### src/rtl/gate_sweep_pkg.sv
// gate_sweep_pkg: state encoding, signature constants and folding helpers for gate_sweep
package gate_sweep_pkg;
   localparam int SIG_W = 16;
   localparam logic [SIG_W-1:0] SIG_SEED = 16'hFFFF;
   // Widest packed gate result is 5*8 = 40 bits, rounded up to three 16-bit chunks
   localparam int P_MAX = 48;
   localparam logic [1:0] S_IDLE  = 2'd0;
   localparam logic [1:0] S_RUN   = 2'd1;
   localparam logic [1:0] S_DRAIN = 2'd2;
   localparam logic [1:0] S_DONE  = 2'd3;

   function automatic logic [SIG_W-1:0] fold16(input logic [P_MAX-1:0] p);
      fold16 = p[15:0] ^ p[31:16] ^ p[47:32];
   endfunction

   function automatic logic [SIG_W-1:0] rotl1(input logic [SIG_W-1:0] s);
      rotl1 = {s[SIG_W-2:0], s[SIG_W-1]};
   endfunction
endpackage

### src/rtl/gate_sweep_bitwise_gates.sv
// bitwise_gates: combinational WIDTH-wide Not/Nand/And/Or/Xor of two operands
module bitwise_gates #(
   parameter int WIDTH = 1
) (
   input  logic [WIDTH-1:0] i_a,
   input  logic [WIDTH-1:0] i_b,
   output logic [WIDTH-1:0] o_not,
   output logic [WIDTH-1:0] o_nand,
   output logic [WIDTH-1:0] o_and,
   output logic [WIDTH-1:0] o_or,
   output logic [WIDTH-1:0] o_xor
);
   assign o_not  = ~i_a;
   assign o_nand = ~(i_a & i_b);
   assign o_and  = i_a & i_b;
   assign o_or   = i_a | i_b;
   assign o_xor  = i_a ^ i_b;
endmodule

### src/rtl/gate_sweep.sv
// gate_sweep: start/done-handshaked exhaustive exerciser for the bitwise gate set with a 16-bit signature
module gate_sweep
   import gate_sweep_pkg::*;
#(
   parameter int WIDTH = 1,
   parameter int HOLD  = 1
) (
   input  logic               clock,
   input  logic               reset_n,
   input  logic               start,
   input  logic               abort,
   output logic [WIDTH-1:0]   a,
   output logic [WIDTH-1:0]   b,
   output logic [WIDTH-1:0]   a_not,
   output logic [WIDTH-1:0]   ab_nand,
   output logic [WIDTH-1:0]   ab_and,
   output logic [WIDTH-1:0]   ab_or,
   output logic [WIDTH-1:0]   ab_xor,
   output logic               out_valid,
   output logic               busy,
   output logic               done,
   output logic [SIG_W-1:0]   signature,
   output logic [2*WIDTH:0]   vec_count
);
   localparam int VW = 2 * WIDTH;

   logic [1:0]       r_state;
   logic [VW-1:0]    r_vec;
   logic [7:0]       r_hold;
   logic             r_valid;
   logic [SIG_W-1:0] r_sig;
   logic [VW:0]      r_cnt;
   logic [WIDTH-1:0] r_not, r_nand, r_and, r_or, r_xor;
   logic [WIDTH-1:0] w_not, w_nand, w_and, w_or, w_xor;
   logic [P_MAX-1:0] w_p;
   logic             w_busy, w_go, w_abort, w_hold_end, w_last;

   bitwise_gates #(.WIDTH(WIDTH)) u_gates (
      .i_a    (a),
      .i_b    (b),
      .o_not  (w_not),
      .o_nand (w_nand),
      .o_and  (w_and),
      .o_or   (w_or),
      .o_xor  (w_xor)
   );

   // a is the low half of the vector counter so it toggles fastest
   assign {b, a}     = r_vec;
   assign a_not      = r_not;
   assign ab_nand    = r_nand;
   assign ab_and     = r_and;
   assign ab_or      = r_or;
   assign ab_xor     = r_xor;
   assign out_valid  = r_valid;
   assign signature  = r_sig;
   assign vec_count  = r_cnt;
   assign busy       = w_busy;
   assign done       = (r_state == S_DONE);
   assign w_busy     = (r_state == S_RUN) || (r_state == S_DRAIN);
   assign w_go       = start && !w_busy;
   assign w_abort    = abort && w_busy;
   assign w_hold_end = (r_hold == 8'(HOLD - 1));
   assign w_last     = &r_vec;
   assign w_p        = P_MAX'({r_xor, r_or, r_and, r_nand, r_not});

   // Gate results track the operands continuously with one cycle of latency
   always_ff @(posedge clock or negedge reset_n) begin
      if (!reset_n) begin
         r_not  <= '0;
         r_nand <= '0;
         r_and  <= '0;
         r_or   <= '0;
         r_xor  <= '0;
      end else begin
         r_not  <= w_not;
         r_nand <= w_nand;
         r_and  <= w_and;
         r_or   <= w_or;
         r_xor  <= w_xor;
      end
   end

   // Sweep FSM: steps the vector counter, flags each vector's first registered result and folds it into the signature
   always_ff @(posedge clock or negedge reset_n) begin
      if (!reset_n) begin
         r_state <= S_IDLE;
         r_vec   <= '0;
         r_hold  <= '0;
         r_valid <= 1'b0;
         r_sig   <= '0;
         r_cnt   <= '0;
      end else begin
         r_valid <= (r_state == S_RUN) && (r_hold == '0) && !abort;
         if (w_go) begin
            r_state <= S_RUN;
            r_vec   <= '0;
            r_hold  <= '0;
            r_sig   <= SIG_SEED;
            r_cnt   <= '0;
         end else if (w_abort) begin
            r_state <= S_IDLE;
         end else begin
            if (r_valid) begin
               r_sig <= rotl1(r_sig) ^ fold16(w_p);
               r_cnt <= r_cnt + 1'b1;
            end
            if (r_state == S_RUN) begin
               r_hold <= w_hold_end ? '0 : r_hold + 8'd1;
               if (w_hold_end && w_last)
                  r_state <= S_DRAIN;
               else if (w_hold_end)
                  r_vec <= r_vec + 1'b1;
            end else if (r_state == S_DRAIN) begin
               r_state <= S_DONE;
            end
         end
      end
   end
endmodule
### config.mk
export PLATFORM = sky130hd
export DESIGN_NAME = gate_sweep
export DESIGN_NICKNAME = d
export VERILOG_FILES = /design/src/rtl/gate_sweep_pkg.sv /design/src/rtl/gate_sweep_bitwise_gates.sv /design/src/rtl/gate_sweep.sv
export SDC_FILE = /design/constraint.sdc
export NUM_CORES = 1
export LEC_CHECK = 0
export ABC_AREA = 1
export CORE_ASPECT_RATIO = 0.8
export CORE_MARGIN = 1
export CORE_UTILIZATION = 58
export CTS_BUF_LIST = sky130_fd_sc_hd__clkbuf_8
export CTS_CLUSTER_SIZE = 12
export DETAILED_ROUTE_END_ITERATION = 16
export PLACE_DENSITY = 0.85
export SYNTH_ARGS = -nofsm -noshare
export SYNTH_HDL_FRONTEND = slang
export SYNTH_HIERARCHICAL = 1
export SYNTH_SLANG_ARGS = --single-unit
### constraint.sdc
create_clock -name clock -period 2.6 [get_ports clock]
set_clock_uncertainty 0.1 [all_clocks]
set_input_delay 0.65 -clock clock [delete_from_list [all_inputs] [get_ports clock]]
set_output_delay 0.65 -clock clock [all_outputs]
set_load 0.05 [all_outputs]
==> results of run 1 <==
Yosys cell counts (all sizes together) (3+ instances only):
cell and count:
a22oi 11, dfrtp 37, buf 4, xnor2 5, inv 36, nand3 10
o21ai 10, a21oi 7, nor3 3, nand4 6, ha 9, nor2 20
nand2 27
layout by cell type, fill, tap and decap left out, types with 2 or more instances in the layout:
cell type / instances
nand4_1: 6
nand3_1: 10
a22oi_2: 10
clkbuf_8: 6
o21ai_0: 7
buf_4: 2
nor3_1: 3
ha_1: 9
a21oi_1: 7
xnor2_1: 5
clkdlybuf4s50_1: 31
inv_2: 4
nor2_1: 15
nand2_2: 2
inv_1: 32
nand2_4: 2
dfrtp_1: 37
nand2_1: 23
nor2_2: 3
o21ai_1: 2
registers in the layout, summed over array words and instances (netlist names):
register / count
a_not: 1
r_vec: 2
out_valid: 1
vec_count: 3
ab_nand: 1
ab_or: 1
ab_and: 1
r_state: 2
ab_xor: 1
signature: 16
r_hold: 8
worst max-delay path by stage:
stage | from | end | slack [ps]
2_1_floorplan | r_state[0] | busy | 760
3_3_place_gp | r_state[0] | done | 520
3_5_place_dp | abort | r_hold[7] | 420
4_1_cts | r_state[0] | done | 160
5_1_grt | r_state[0] | done | 140
6_report | r_state[0] | done | 170
layer usage:
layer / share of wire (%) / global-route usage (%) / vias up
li1: - / - / 678
met1: 45 / 28.8 / 674
met2: 48 / 42.1 / 36
met3: 4.2 / 6.09 / 10
met4: 2.3 / 11.6 / 0
met5: 0 / 0 / -
logic make-up (layout without fill, tap and decap cells):
kind of cell	count (synthesis)	after routing
AO/OA/AOI/OAI	31	31
adder cells (fa/ha/maj)	9	9
AND/OR/NAND/NOR	67	67
buffers and inverters	40	76
flip-flops	37	37
XOR/XNOR	6	6
critical path: stages (launching register included):
cell             delay, ps
dfrtp_1                390
ha_1                   190
clkdlybuf4s50_1        810
through the flow:
stage / utilization, % / instances / hold slack (ps) / power (mW) / worst slack (ps)
after CTS: 78.5 / 264 / 378 / 2.99 / 165
after floorplan: - / 190 / 254 / 2.19 / 755
after global placement: 75.4 / 257 / 371 / 2.51 / 518
after detailed placement: 75.4 / 257 / 367 / 2.57 / 418
after global routing: 78.5 / 264 / 391 / 3.16 / 140
final: 78.5 / 264 / 376 / 2.98 / 173
where the power goes:
part	internal (mW)	leakage [nW]	total [mW]	switching, mW
sequential	0.733	0.415	0.883	0.150
clock	0.209	0.0433	0.405	0.196
combinational	0.524	0.641	1.69	1.17
total	1.47	1.10	2.98	1.51
cell type report:
cell class / count / area, sq um / share of cell area [%]
timing repair buffer: 33 / 325 / 14.3
multi-input combinational: 113 / 747 / 32.9
sequential: 37 / 926 / 40.8
tap: 38 / 47.5 / 2.09
clock buffer: 6 / 82.6 / 3.64
inverter: 36 / 135 / 5.95
clock inverter: 1 / 7.51 / 0.331
==> results.md, run 1 <==
* Status: finished, final reports clean
* Post-Synth Adder-Cell Area at 6.08%
* Avg Cell Area, Syn at roughly 9.8 sq um
* Via Count at 1398
* ANT cells at 0
* Layout cells sized above 1 at 14.6%
* Synth Area in Compound Gates at 13.2%
* Congestion Overflow GR at 0
* Setup total negative slack at 0 ps
* Initial antenna violation count at 0
* Period minus WS final at 2430 ps
* Post-route DRC at 0
* Final wirelength at between 3 and 4 mm
* # IOs at 33
* Mapped Cells at 190
* Synth Flop Type: dfrtp_1
* Post-CTS setup buffers at 0
* PD cells at between 1000 and 1500 mW/mm^2
* Crit start category: flop
* Reg clk slew, reported paths at ~70 ps
* Worst EP arrival at 1680 ps
* Core footprint at 0.00289 sq mm
* Library cells used by synthesis at 27
* Vias in the first global route at 1368
* Reg-to-Reg End: signature[3]
* Worst rel slew slack at 65.6%
* Design area at around 0.0023 sq mm
* Area growth from synthesis to layout at 22.6%
* Synth Cell Area at 0.00185 sq mm
* CP Capture Type: output port
* Resize count post-CTS at 0
* Simple-Gate Fraction of Synth Area at 18.2%
* Synthesis warning total at 6
* Worst Hold Path Cells at 1
* Worst-path maximum fanout at 3
* Die Ht at around 53 um
* Mapped Nets at ~200
* Final nets at 239
* CTS tree: built
* Asr flop ratio synth at 100%
* Num Clock Sinks at 37
* Dpl hpwl at roughly 2.7 mm
* CTS root buf: clkbuf_8
* RSZ-0062 raised after global routing: no
* Max VDD drop at 1.16 mV
* Leakage at 1.10 nW
* First-pass GRT wire length at 6.03 mm
* Max-Cap Viols at 0
* Antenna viol nets, final at 0
* Clock Latency Late Sink at 290 ps
* Gr usage total at 24.4%
* TritonCTS buffer count at 5
* Die Width at 65.2 um
* Flop and latch count out of synthesis at 37
* Worst Hold End: vec_count[2]
* Largest net degree at the start of global routing at 38
* Xor/xnor share of the synthesized area at 2.84%
* Placed Area at ~0.0022 sq mm
* Initial DRC count at 65
* Hold-fix buffer count after cts at 0
* Mux cell area share after synthesis at 0%
* RePlAce Congestion at roughly 0.80
* Data required, critical path at 1850 ps
* Hold Crit Start: vec_count[2]
* 1st-pass router iterations at 4
* # port buffers at 32
* Dominant cell type by area after synthesis: dfrtp_1
* FF-to-FF path depth at 5
* Fin. Hold Viols at 0
* Final count of negative-setup-slack endpoints at 0
* R2R Setup Slk at approximately 760 ps
* Die area at 0.00343 sq mm
* Highest Clock Rate at between 400 and 500 MHz
* Initial Utilization at between 60% and 70%
* DR WL/cell at 13.3 um
* Synth top area share at 50.0%
* H-tree depth at 2
* Final Cycle Share at 93.3%
* Ranking of synthesized cells by area: dfrtp_1 50%, a22oi_2 6.8%, inv_1 6.5%
* Fillcell total at approximately 210
* Slew @ Worst Pin at 515 ps
* Largest family of logic cells by synthesized area: simple AND/OR/NAND/NOR gates
* Cell row count at 17
* Final Max Tran Viols at 0
* Hold WC Path Type: flop to flop
* Sequential area share after synthesis at 50.0%
* Reg2reg start: r_state[0]
* WS Path Type: flop to output port
* CTS max path bufs at 2
* Drt via density at 5.30
* Number of synthesized flops with an enable pin at 0
No activity file was read; power rests on OpenSTA's default activity.
==> run 2: changes to the inputs <==
--- a/config.mk
+++ b/config.mk
@@ -12,6 +12,7 @@
 export CTS_BUF_LIST = sky130_fd_sc_hd__clkbuf_8
 export CTS_CLUSTER_SIZE = 12
 export DETAILED_ROUTE_END_ITERATION = 16
+export MAX_ROUTING_LAYER = met4
 export PLACE_DENSITY = 0.85
 export SYNTH_ARGS = -nofsm -noshare
 export SYNTH_HDL_FRONTEND = slang
==> run 2 against run 1 <==
Critical endpoint unchanged. Sequential power is essentially flat. Total power is 0.17% higher. Worst hold slack barely moved. Non-clock buffer count did not move. Routed wire length is 0.86% higher. Largest cell class unchanged. Clock-buffer cell count did not move. Combinational power hardly changed. First-iteration DRC count decreased by 18%. Global-route usage is 0.68 points higher. Cell area unchanged. Die area did not move. Critical path depth is the same.
==> results.md, run 2 (synthesis results as in run 1) <==
* Clock Latency Late Sink at 290 ps (about the same)
* Layout cells sized above 1 at 14.6% (unchanged)
* CTS max path bufs at 2 (unchanged)
* CTS root buf: clkbuf_8
* TritonCTS buffer count at 5 (unchanged)
* Final nets at 239 (unchanged)
* Resize count post-CTS at 0 (unchanged)
* Initial DRC count at 53 (-18%)
* Gr usage total at 25.1% (+0.68 points)
* Hold-fix buffer count after cts at 0 (unchanged)
* 1st-pass router iterations at 4 (unchanged)
* Worst EP arrival at 1670 ps (about the same)
* Area growth from synthesis to layout at 22.6% (unchanged)
* Worst Hold Path Cells at 1 (unchanged)
* Placed Area at 0.00218 sq mm (unchanged)
* Post-CTS setup buffers at 0 (unchanged)
* Via Count at 1404 (+0.43%)
* Cell row count at 17 (unchanged)
* CP Capture Type: output port
* Vias in the first global route at 1367 (-0.073%)
* # port buffers at 32 (unchanged)
* Final wirelength at 3.54 mm (+0.86%)
* Initial Utilization at 64.1% (unchanged)
* Final Max Tran Viols at 0 (unchanged)
* PD cells at 1310 mW/mm^2 (+0.17%)
* Highest Clock Rate at 413 MHz (+0.15%)
* ANT cells at 0 (unchanged)
* Die Width at 65.2 um (unchanged)
* Setup total negative slack at 0 ps (unchanged)
* Leakage at 1.10 nW (unchanged)
* Die Ht at 52.6 um (unchanged)
* Register Area at 926 sq um (unchanged)
* Tightest hold margin at 376 ps (+0.0690 ps)
* Worst setup margin at 177 ps (+3.52 ps)
* First-pass GRT wire length at 6.04 mm (+0.12%)
* Status: finished, final reports clean
* Num Clock Sinks at 37 (unchanged)
* Post-route DRC at 0 (unchanged)
* Largest net degree at the start of global routing at 38 (unchanged)
* Core footprint at 0.00289 sq mm (unchanged)
* Period minus WS final at 2420 ps (-3.52 ps)
* Data required, critical path at 1850 ps (about the same)
* WS Path Type: flop to output port
* Combined area of the multi-input logic cells at 747 sq um (unchanged)
* RePlAce Congestion at 0.807 (+1.4%)
* Initial antenna violation count at 0 (unchanged)
* Fillcell total at 206 (unchanged)
* Slew @ Worst Pin at 516 ps (+0.983 ps)
* Fin. Hold Viols at 0 (unchanged)
* Final Cycle Share at 93.2% (-0.14 points)
* Most frequent cells in the layout: 37 x dfrtp_1, 32 x inv_1, 31 x clkdlybuf4s50_1
* Hold WC Path Type: flop to flop
* Max-Cap Viols at 0 (unchanged)
* Worst-path maximum fanout at 3 (unchanged)
* Dpl hpwl at 2.66 mm (unchanged)
* # IOs at 33 (unchanged)
* Largest register FFs at 16 (unchanged)
* DR WL/cell at 13.4 um (+0.86%)
* FF-to-FF path depth at 5 (unchanged)
* Commonest non-fill, non-tap cell in the layout: dfrtp_1
* Die area at 0.00343 sq mm (unchanged)
* Congestion Overflow GR at 0 (unchanged)
* Worst slack at placement at 418 ps (unchanged)
* RSZ-0062 raised after global routing: no
* Worst rel slew slack at 65.5% (-0.066 points)
* Crit start category: flop
* Reg clk slew, reported paths at 70 ps (about the same)
* Drt via density at 5.32 (+0.43%)
* Max VDD drop at 1.17 mV (+0.19%)
* Design area at 0.00227 sq mm (unchanged)
* Antenna viol nets, final at 0 (unchanged)
* CTS tree: built
* Final count of negative-setup-slack endpoints at 0 (unchanged)
* H-tree depth at 2 (unchanged)
run 2: cell counts in the layout (fill, tap and decap cells not counted):
No cell type changed its count.
run 2: path summary, 6_finish.rpt:
kind	startpoint	endpoint	slack, ps
max in group asynchronous	reset_n	out_valid	1420
min in group asynchronous	reset_n	r_hold[2]	670
min	vec_count[2]	vec_count[2]	380
min reg2reg	vec_count[2]	vec_count[2]	380
max	r_state[0]	done	180
max reg2reg	r_state[0]	signature[3]	750
run 2: final cells by class:
cell class / count / share of cell area (%)
clock buffer: 6 / 3.64
clock inverter: 1 / 0.331
inverter: 36 / 5.95
multi-input combinational: 113 / 32.9
sequential: 37 / 40.8
tap: 38 / 2.09
timing repair buffer: 33 / 14.3
run 2: metal layers:
layer	vias up	track usage (%)	share of wire [%]
li1	678	-	-
met1	679	29.0	45
met2	39	41.9	48
met3	8	6.09	4.7
met4	0	11.6	1.9
met5	-	-	0
run 2: worst max-delay path: stages (launching register included):
cell and delay [ps]:
dfrtp_1 390, ha_1 190, clkdlybuf4s50_1 810
run 2: where the power goes:
group,leakage (nW),switching [mW],total (mW),internal (mW)
sequential,0.415,0.149,0.882,0.733
combinational,0.641,1.17,1.69,0.524
clock,0.0433,0.197,0.406,0.209
run 2: stage by stage:
stage	power [mW]	std cells	utilization, %
final	2.98	264	78.5
after global routing	3.16	264	78.5
after CTS	2.99	264	78.5
after detailed placement	2.57	257	75.4
after global placement	2.51	257	75.4
after floorplan	2.19	190	-
==> run 3: changes to the inputs <==
--- a/config.mk
+++ b/config.mk
@@ -6,14 +6,14 @@
 export NUM_CORES = 1
 export LEC_CHECK = 0
 export ABC_AREA = 1
-export CORE_ASPECT_RATIO = 0.8
+export CORE_ASPECT_RATIO = 2
 export CORE_MARGIN = 1
 export CORE_UTILIZATION = 58
 export CTS_BUF_LIST = sky130_fd_sc_hd__clkbuf_8
 export CTS_CLUSTER_SIZE = 12
 export DETAILED_ROUTE_END_ITERATION = 16
 export MAX_ROUTING_LAYER = met4
-export PLACE_DENSITY = 0.85
+export PLACE_DENSITY = 0.86
 export SYNTH_ARGS = -nofsm -noshare
 export SYNTH_HDL_FRONTEND = slang
 export SYNTH_HIERARCHICAL = 1
==> run 3 against run 2 <==
Critical path type unchanged. Clock-buffer cell count unchanged. Utilization decreased by 2.5 points. Worst setup slack better by 43 ps. Maximum frequency increased by 1.8%. Critical endpoint unchanged.
==> results.md, run 3 (synthesis results as in run 1) <==
* Die area at 0.00344 sq mm (+0.35%)
* Final count of negative-setup-slack endpoints at 0 (unchanged)
* Leakage at 1.11 nW (+1.3%)
* Top layer used by detailed routing: met4
* Fin util at 76.0% (-2.5 points)
* Via Count at 1421 (+1.2%)
* Largest register FFs at 16 (unchanged)
* CP startpoint: r_state[0]
* Data required, critical path at 1850 ps (about the same)
* Layout cells sized above 1 at 15.0% (+0.38 points)
* Initial DRC count at 37 (-30%)
* Most frequent cells in the layout: 37 x dfrtp_1, 32 x inv_1, 31 x clkdlybuf4s50_1
* Cell row count at 28 (+11)
* PD cells at 1350 mW/mm^2 (+2.8%)
* Worst rel slew slack at 65.2% (-0.33 points)
* Congestion Overflow GR at 0 (unchanged)
* Area growth from synthesis to layout at 23.6%
* Vias in the first global route at 1449 (+6.0%)
* Crit start category: flop
* Commonest non-fill, non-tap cell in the layout: dfrtp_1
* Hold Crit Start: vec_count[2]
* Status: finished, final reports clean
* Reg2reg start: r_state[0]
* Design area at 0.00229 sq mm (+0.88%)
* Gr usage total at 24.9% (-0.17 points)
* # port buffers at 32 (unchanged)
* Highest Clock Rate at 420 MHz (+1.8%)
* Final wirelength at 3.78 mm (+7.0%)
* WS Path Type: flop to output port
* CTS root buf: clkbuf_8
* Reg clk slew, reported paths at 80 ps (about the same)
* Slowest cell on crit path: clkdlybuf4s50_1
* Num Clock Sinks at 37 (unchanged)
* Post-route DRC at 0 (unchanged)
* CTS max path bufs at 2 (unchanged)
* Drt via density at 5.53 (+4.0%)
* DR WL/cell at 14.7 um (+9.9%)
* Fin. Hold Viols at 0 (unchanged)
* Final nets at 239 (unchanged)
* Crit-path cells: ha_1 -> clkdlybuf4s50_1
* Die Ht at 81.9 um (+56%)
* Hold-fix buffer count after cts at 0 (unchanged)
* Total chip power at 3.09 mW (+3.7%)
* Hold WC Path Type: flop to flop
* Initial antenna violation count at 0 (unchanged)
* Antenna viol nets, final at 0 (unchanged)
* Max-Cap Viols at 0 (unchanged)
* TritonCTS buffer count at 5 (unchanged)
* Resize count post-CTS at 0 (unchanged)
* CP max stage delay at 790 ps (-20 ps)
* DR WL met2 at 2.26 mm (+32%)
* Die Width at 42.0 um (-36%)
* 1st-pass router iterations at 4 (unchanged)
* Post-CTS setup buffers at 0 (unchanged)
* First-pass GRT wire length at 6.16 mm (+2.1%)
* Dpl hpwl at 2.80 mm (+5.0%)
* Placed Area at 0.00217 sq mm (-0.46%)
* RSZ-0062 raised after global routing: no
* CP Capture Type: output port
* Clock Latency Late Sink at 290 ps (about the same)
* # IOs at 33 (unchanged)
* Final Max Tran Viols at 0 (unchanged)
* Worst-path maximum fanout at 3 (unchanged)
* CTS tree: built
* Initial Utilization at 61.5% (-2.6 points)
* Metal-1 WL at 1.30 mm (-18%)
* Setup total negative slack at 0 ps (unchanged)
* Worst EP arrival at 1630 ps (-40 ps)
* Fin cells at 257 (-2.7%)
* Final Cycle Share at 91.5% (-1.7 points)
* Met3 Wirelength at 115 um (-30%)
* Top Family by Delay on Critical Path: buffers and inverters
* Slew @ Worst Pin at 521 ps (+4.99 ps)
* Buf+Inv Stages, Crit Path at 1 (unchanged)
* ANT cells at 0 (unchanged)
* H-tree depth at 2 (unchanged)
* Max VDD drop at 1.11 mV (-5.0%)
* Largest net degree at the start of global routing at 38 (unchanged)
* RePlAce Congestion at 0.829 (+2.8%)
* Core footprint at 0.00301 sq mm (+4.2%)
* Placed Cells at 249 (-3.1%)
* Period minus WS final at 2380 ps (-43.4 ps)
run 3: report_power, final:
part	internal, mW	switching [mW]
registers	0.733	0.143
logic	0.526	1.18
clock network	0.312	0.203
run 3: final timing paths:
check,slack (ps),cells after the start,end
setup / recovery,220,2,done
setup reg to reg,730,5,signature[4]
max in group asynchronous,1390,2,r_vec[0]
min in group asynchronous,680,2,signature[6]
hold reg to reg,380,1,vec_count[2]
hold / removal,380,1,vec_count[2]
run 3: per-layer routing:
metal  up-vias  global-route usage, %
met5         -                      -
met4         0                   15.2
met3        10                   2.86
met2        47                   46.4
met1       685                   24.0
li1        679                      -
run 3: area by class of cell:
type	count	area (sq um)
Fill cell	196	722
Inverter	36	135
Sequential cell	37	926
Multi-Input combinational cell	113	747
Clock buffer	6	82.6
Clock inverter	2	37.5
Tap cell	30	37.5
Timing Repair Buffer	33	325
run 3: worst reg2reg max path: cells and delay by family (launching register included):
family	cells	cell delay, ps
compound gates	1	130
fa+ha+maj	1	380
flops	1	410
simple gates	3	720
run 3: stage by stage:
step                      hold WS (ps)  worst slack [ps]
final                              383               220
after global routing               403               136
after global placement             365               511
after floorplan                    254               755
after detailed placement           372               450
after CTS                          385               201
==> RTL change 1, RTL diff (flow settings as in run 3) <==
The package constant `SIG_W` goes from 16 to 24.
--- a/src/rtl/gate_sweep_pkg.sv
+++ b/src/rtl/gate_sweep_pkg.sv
@@ -1,6 +1,6 @@
 // gate_sweep_pkg: state encoding, signature constants and folding helpers for gate_sweep
 package gate_sweep_pkg;
-   localparam int SIG_W = 16;
+   localparam int SIG_W = 24;
    localparam logic [SIG_W-1:0] SIG_SEED = 16'hFFFF;
    // Widest packed gate result is 5*8 = 40 bits, rounded up to three 16-bit chunks
    localparam int P_MAX = 48;
Interface: changed (resized signature); port bits go from 33 to 41. No check against the original RTL was run, so the function may have changed too.
==> RTL change 1 against run 3 <==
  * Wire length is 7.3% higher
  * Power rose by 2.6%
  * Utilization rose by 0.85 points
  * Register-to-register slack about the same
  * Sequential power rose by 11%
  * Synthesized area up 13%
  * Via count rose by 13%
  * Setup slack better by 0.012 ns
  * Design area rose by 15%
  * Sequential cell count up 8
  * Largest power group unchanged
==> RTL change 1: results (changes against run 3) <==
| Metric | Value |
|---|---|
| Pleak | `1.30 nW (+16%)` |
| Reg2Reg Depth | `8 (+3)` |
| # fillers | `242 (+23%)` |
| Distinct cells, synth | `25 (-7.4%)` |
| Critical path fanouts, max | `3 (unchanged)` |
| Sequential-to-total area share from yosys stat | `53.8% (+3.8 points)` |
| RePlAce Congestion | `0.843 (+1.7%)` |
| # H-tree levels | `2 (unchanged)` |
| Status | `finished, final reports clean` |
| Vias per std cell | `5.16 (-6.7%)` |
| Synth area leaders | `dfrtp_1 (54%), inv_1 (7.3%), ha_1 (5.4%), nand2_1 (5.2%), a22oi_1 (4.3%)` |
| Min-Delay Path Class | `in -> async` |
| Drt initial violations | `55 (+49%)` |
| Clock Tree Buf Depth | `2 (unchanged)` |
| Largest register FFs | `24 (+8)` |
| Ant diodes | `0 (unchanged)` |
| Flop-to-flop setup slack | `0.73 ns (about the same)` |
| CP max-delay cell | `clkdlybuf4s50_1` |
| Largest net degree at the start of global routing | `46 (+21%)` |
| Antenna violations before repair | `0 (unchanged)` |
| First-pass GRT wire length | `6710 um (+9.0%)` |
| Clock Latency Late Sink | `0.30 ns` |
| Worst R2R Start | `r_state[0]` |
| Fin nets | `274 (+15%)` |
| Synthesis warning total | `6 (unchanged)` |
| Global-route usage over all layers | `24.7% (-0.22 points)` |
| CP top delay family | `buffers and inverters` |
| TritonCTS buffer count | `5 (unchanged)` |
| Worst R2R End | `signature[16]` |
| VDD IR max | `1.06 mV (-4.5%)` |
| Pre-Repair DR Iteration Count | `4 (unchanged)` |
| Clock root buffer master | `clkbuf_8` |
| Port bufs | `40 (+25%)` |
| Post-CTS Repair Setup Buffers | `0 (unchanged)` |
| Drt total wl | `4060 um (+7.3%)` |
| WP data required | `1.85 ns (about the same)` |
| Most frequent cells after synthesis | `dfrtp_1 (45), inv_1 (41), nand2_1 (29), nor2_1 (19), a22oi_1 (12)` |
| Final HPWL DP | `2930 um (+4.8%)` |
| Slew headroom | `62.6% (-2.6 points)` |
| Critical path class | `reg -> out` |
| Syn_nets | `230 (+13%)` |
| Share of post-route cells with drive strength above 1 | `9.54% (-5.4 points)` |
| Async SR Flop Fraction | `100% (unchanged)` |
| Max incr delay on CP | `0.79 ns (about the same)` |
| CTS clk-pin slew, worst paths | `0.08 ns (about the same)` |
| # resized after CTS | `0 (unchanged)` |
| Vias in the first global route | `1578 (+8.9%)` |
==> RTL change 1: routing by layer <==
layer  share of wire (%)  vias to the layer above  wire length (um)  global-route usage (%)
li1                    -                      773                 -                       -
met4                 3.3                        0               135                    13.8
met5                   0                        -                 0                       -
met2                  57                       47              2300                    44.4
met1                  37                      764              1510                    23.3
met3                 2.7                       16               110                    4.56
==> RTL change 1: kinds of logic after synthesis <==
group	count (synthesis)	share of synthesized area, %
AND/OR/NAND/NOR	69	15.7
AO/OA/AOI/OAI	34	10.5
adder cells (fa/ha/maj)	9	5.38
buffers and inverters	51	10.9
XOR/XNOR	9	3.76
flip-flops	45	53.8
==> RTL change 1: final cells by class <==
cell class	instances	area, um2	share of cell area [%]
clock buffer	6	82.6	3.14
inverter	46	175	6.67
multi-input combinational	121	741	28.2
sequential	45	1130	42.9
tap	48	60.1	2.29
timing repair buffer	42	408	15.5
clock inverter	2	33.8	1.29
==> RTL change 1: worst max-delay path by stage <==
stage	slack, ns	from	end	depth (start not counted)
after global placement	0.50	start	r_hold[3]	7
after detailed placement	0.46	start	signature[16]	8
final	0.23	r_state[0]	done	2
after CTS	0.22	r_state[0]	done	2
after floorplan	0.85	r_state[0]	signature[12]	9
after global routing	0.19	r_state[0]	done	2
==> RTL change 1: per-stage QoR <==
stage               std cells  worst slack (ns)  area, um2  total power, mW  hold WS, ns
floorplan                 217             0.849       2090             2.25        0.254
global route              310             0.190       2630             3.35        0.382
CTS                       310             0.223       2630             3.19        0.340
finish                    310             0.232       2630             3.18        0.309
global placement          302             0.496       2510             2.61        0.361
detailed placement        302             0.459       2510             2.65        0.371
==> RTL change 1: power by group <==
part	switching, mW	internal, mW
Combinational	1.17	0.502
Clock	0.227	0.309
Sequential	0.120	0.851
==> RTL change 2, RTL diff (config.mk and constraints of run 3) <==
Made on the original files. Register the outputs `busy` and `done`, cleared by the reset; this adds one clock of latency there. The other outputs are not delayed to match.
--- a/src/rtl/gate_sweep.sv
+++ b/src/rtl/gate_sweep.sv
@@ -55,8 +55,15 @@
    assign out_valid  = r_valid;
    assign signature  = r_sig;
    assign vec_count  = r_cnt;
-   assign busy       = w_busy;
-   assign done       = (r_state == S_DONE);
+   always_ff @(posedge clock or negedge reset_n) begin
+      if (!reset_n) begin
+         busy <= '0;
+         done <= '0;
+      end else begin
+         busy <= w_busy;
+         done <= (r_state == S_DONE);
+      end
+   end
    assign w_busy     = (r_state == S_RUN) || (r_state == S_DRAIN);
    assign w_go       = start && !w_busy;
    assign w_abort    = abort && w_busy;
Check against the original RTL: not equivalent (Yosys sat finds a counterexample within 4 cycles, from zero or initial values and one cycle with reset_n low).
==> RTL change 2 against run 3 <==
  * Wire length increased by 5.4%
  * Die area shrank 0.84%
  * Maximum frequency rose by 0.78%
  * Critical path depth down 1
  * Combinational power decreased by 4%
  * Sequential cell count rose by 2
  * Critical path type unchanged
  * Worst hold slack improved by 0.0023 ns
  * Sequential power grew 8.8%
  * Design area rose by 0.11%
  * Largest power group unchanged
  * Register-to-register slack about the same
  * Setup slack gained 0.018 ns
  * Synthesized area is 0.88% lower
  * Power increased by 2.7%
==> RTL change 2: results (changes against run 3) <==
| Metric | Value |
|---|---|
| Status | `finished, final reports clean` |
| Avg Cell Area, Syn | `9.62 um2 (-1.4%)` |
| M2 GR Usage | `50.0% (+3.6 points)` |
| Fin nets | `240 (+0.42%)` |
| Dpl cells | `250 (+0.40%)` |
| Critical path fanouts, max | `7 (+4)` |
| Crit. Startpoint | `r_vec[0]` |
| Routed wire per std cell | `15.4 um (+5.0%)` |
| Distinct cells, synth | `26 (-3.7%)` |
| First-pass GRT wire length | `6830 um (+11%)` |
| Adder-cell area share of the yosys netlist | `6.13% (+0.054 points)` |
| # fillers | `188 (-4.1%)` |
| RePlAce Congestion | `0.832 (+0.39%)` |
| Vias in the first global route | `1534 (+5.9%)` |
| Area of placed instances | `2160 um2 (-0.46%)` |
| Met3 Use GR | `6.37% (+3.5 points)` |
| Compound-cell area share of the yosys netlist | `10.6% (-2.5 points)` |
| Sequential-to-total area share from yosys stat | `53.1% (+3.2 points)` |
| Pleak | `1.13 nW (+1.3%)` |
| Grt met1 use | `26.6% (+2.6 points)` |
| Max incr delay on CP | `0.85 ns (+0.06 ns)` |
| Synth Area in XOR/XNOR | `2.86% (+0.025 points)` |
| CP Data Arrival Time | `1.61 ns (-0.02 ns)` |
| VDD IR max | `1.09 mV (-1.7%)` |
| Port bufs | `32 (unchanged)` |
| Drt total wl | `3990 um (+5.4%)` |
| Syn_nets | `204 (+0.49%)` |
| Synth area leaders | `dfrtp_1 (53%), inv_1 (6.5%), ha_1 (6.1%), a22oi_1 (4.5%), nand2_1 (4.3%)` |
## RTL change 2: cell types whose count changed after synthesis, moves of 2 or more
cell / run 3 / this run
a22oi_1: 1 / 11
a22oi_2: 10 / 0
dfrtp_1: 37 / 39
nand2_1: 23 / 21
o21ai_0: 7 / 9
o21ai_1: 2 / 0
## RTL change 2: per-stage QoR
stage | hold slack, ns | worst slack [ns] | utilization (%)
5_1_grt | 0.422 | 0.188 | 77.0
6_report | 0.385 | 0.238 | 77.0
3_5_place_dp | 0.371 | 0.398 | 72.6
2_1_floorplan | 0.254 | 1.03 | -
3_3_place_gp | 0.365 | 0.444 | 72.6
4_1_cts | 0.388 | 0.228 | 77.0
## RTL change 2: cell type report
class / count / area (um2) / area share [%]
tap: 30 / 37.5 / 1.64
sequential: 39 / 976 / 42.6
timing repair buffer: 33 / 328 / 14.3
multi-input combinational: 113 / 688 / 30.0
inverter: 35 / 131 / 5.73
clock inverter: 3 / 63.8 / 2.78
clock buffer: 5 / 68.8 / 3.00
## RTL change 2: kinds of logic after synthesis
logic type	Yosys count
flip-flops	39
buffers and inverters	39
adder cells (fa/ha/maj)	9
XOR/XNOR	6
AND/OR/NAND/NOR	67
AO/OA/AOI/OAI	31
## RTL change 2: worst paths after layout
kind                            endpoint  slack (ns)
min                         vec_count[2]        0.38
max reg2reg                signature[11]        0.73
max                                    a        0.24
min reg2reg                 vec_count[2]        0.38
min in group asynchronous   signature[7]        0.67
max in group asynchronous        ab_nand        1.38
## RTL change 2: routing by layer
metal,wire [um],vias up
met2,2210,76
li1,-,691
met1,1420,695
met4,129,0
met5,0,-
met3,217,15
## RTL change 2: power breakdown
group,internal (mW),switching (mW),leakage [nW]
sequential,0.785,0.168,0.439
combinational,0.507,1.12,0.618
clock,0.380,0.213,0.0695
total,1.67,1.50,1.13
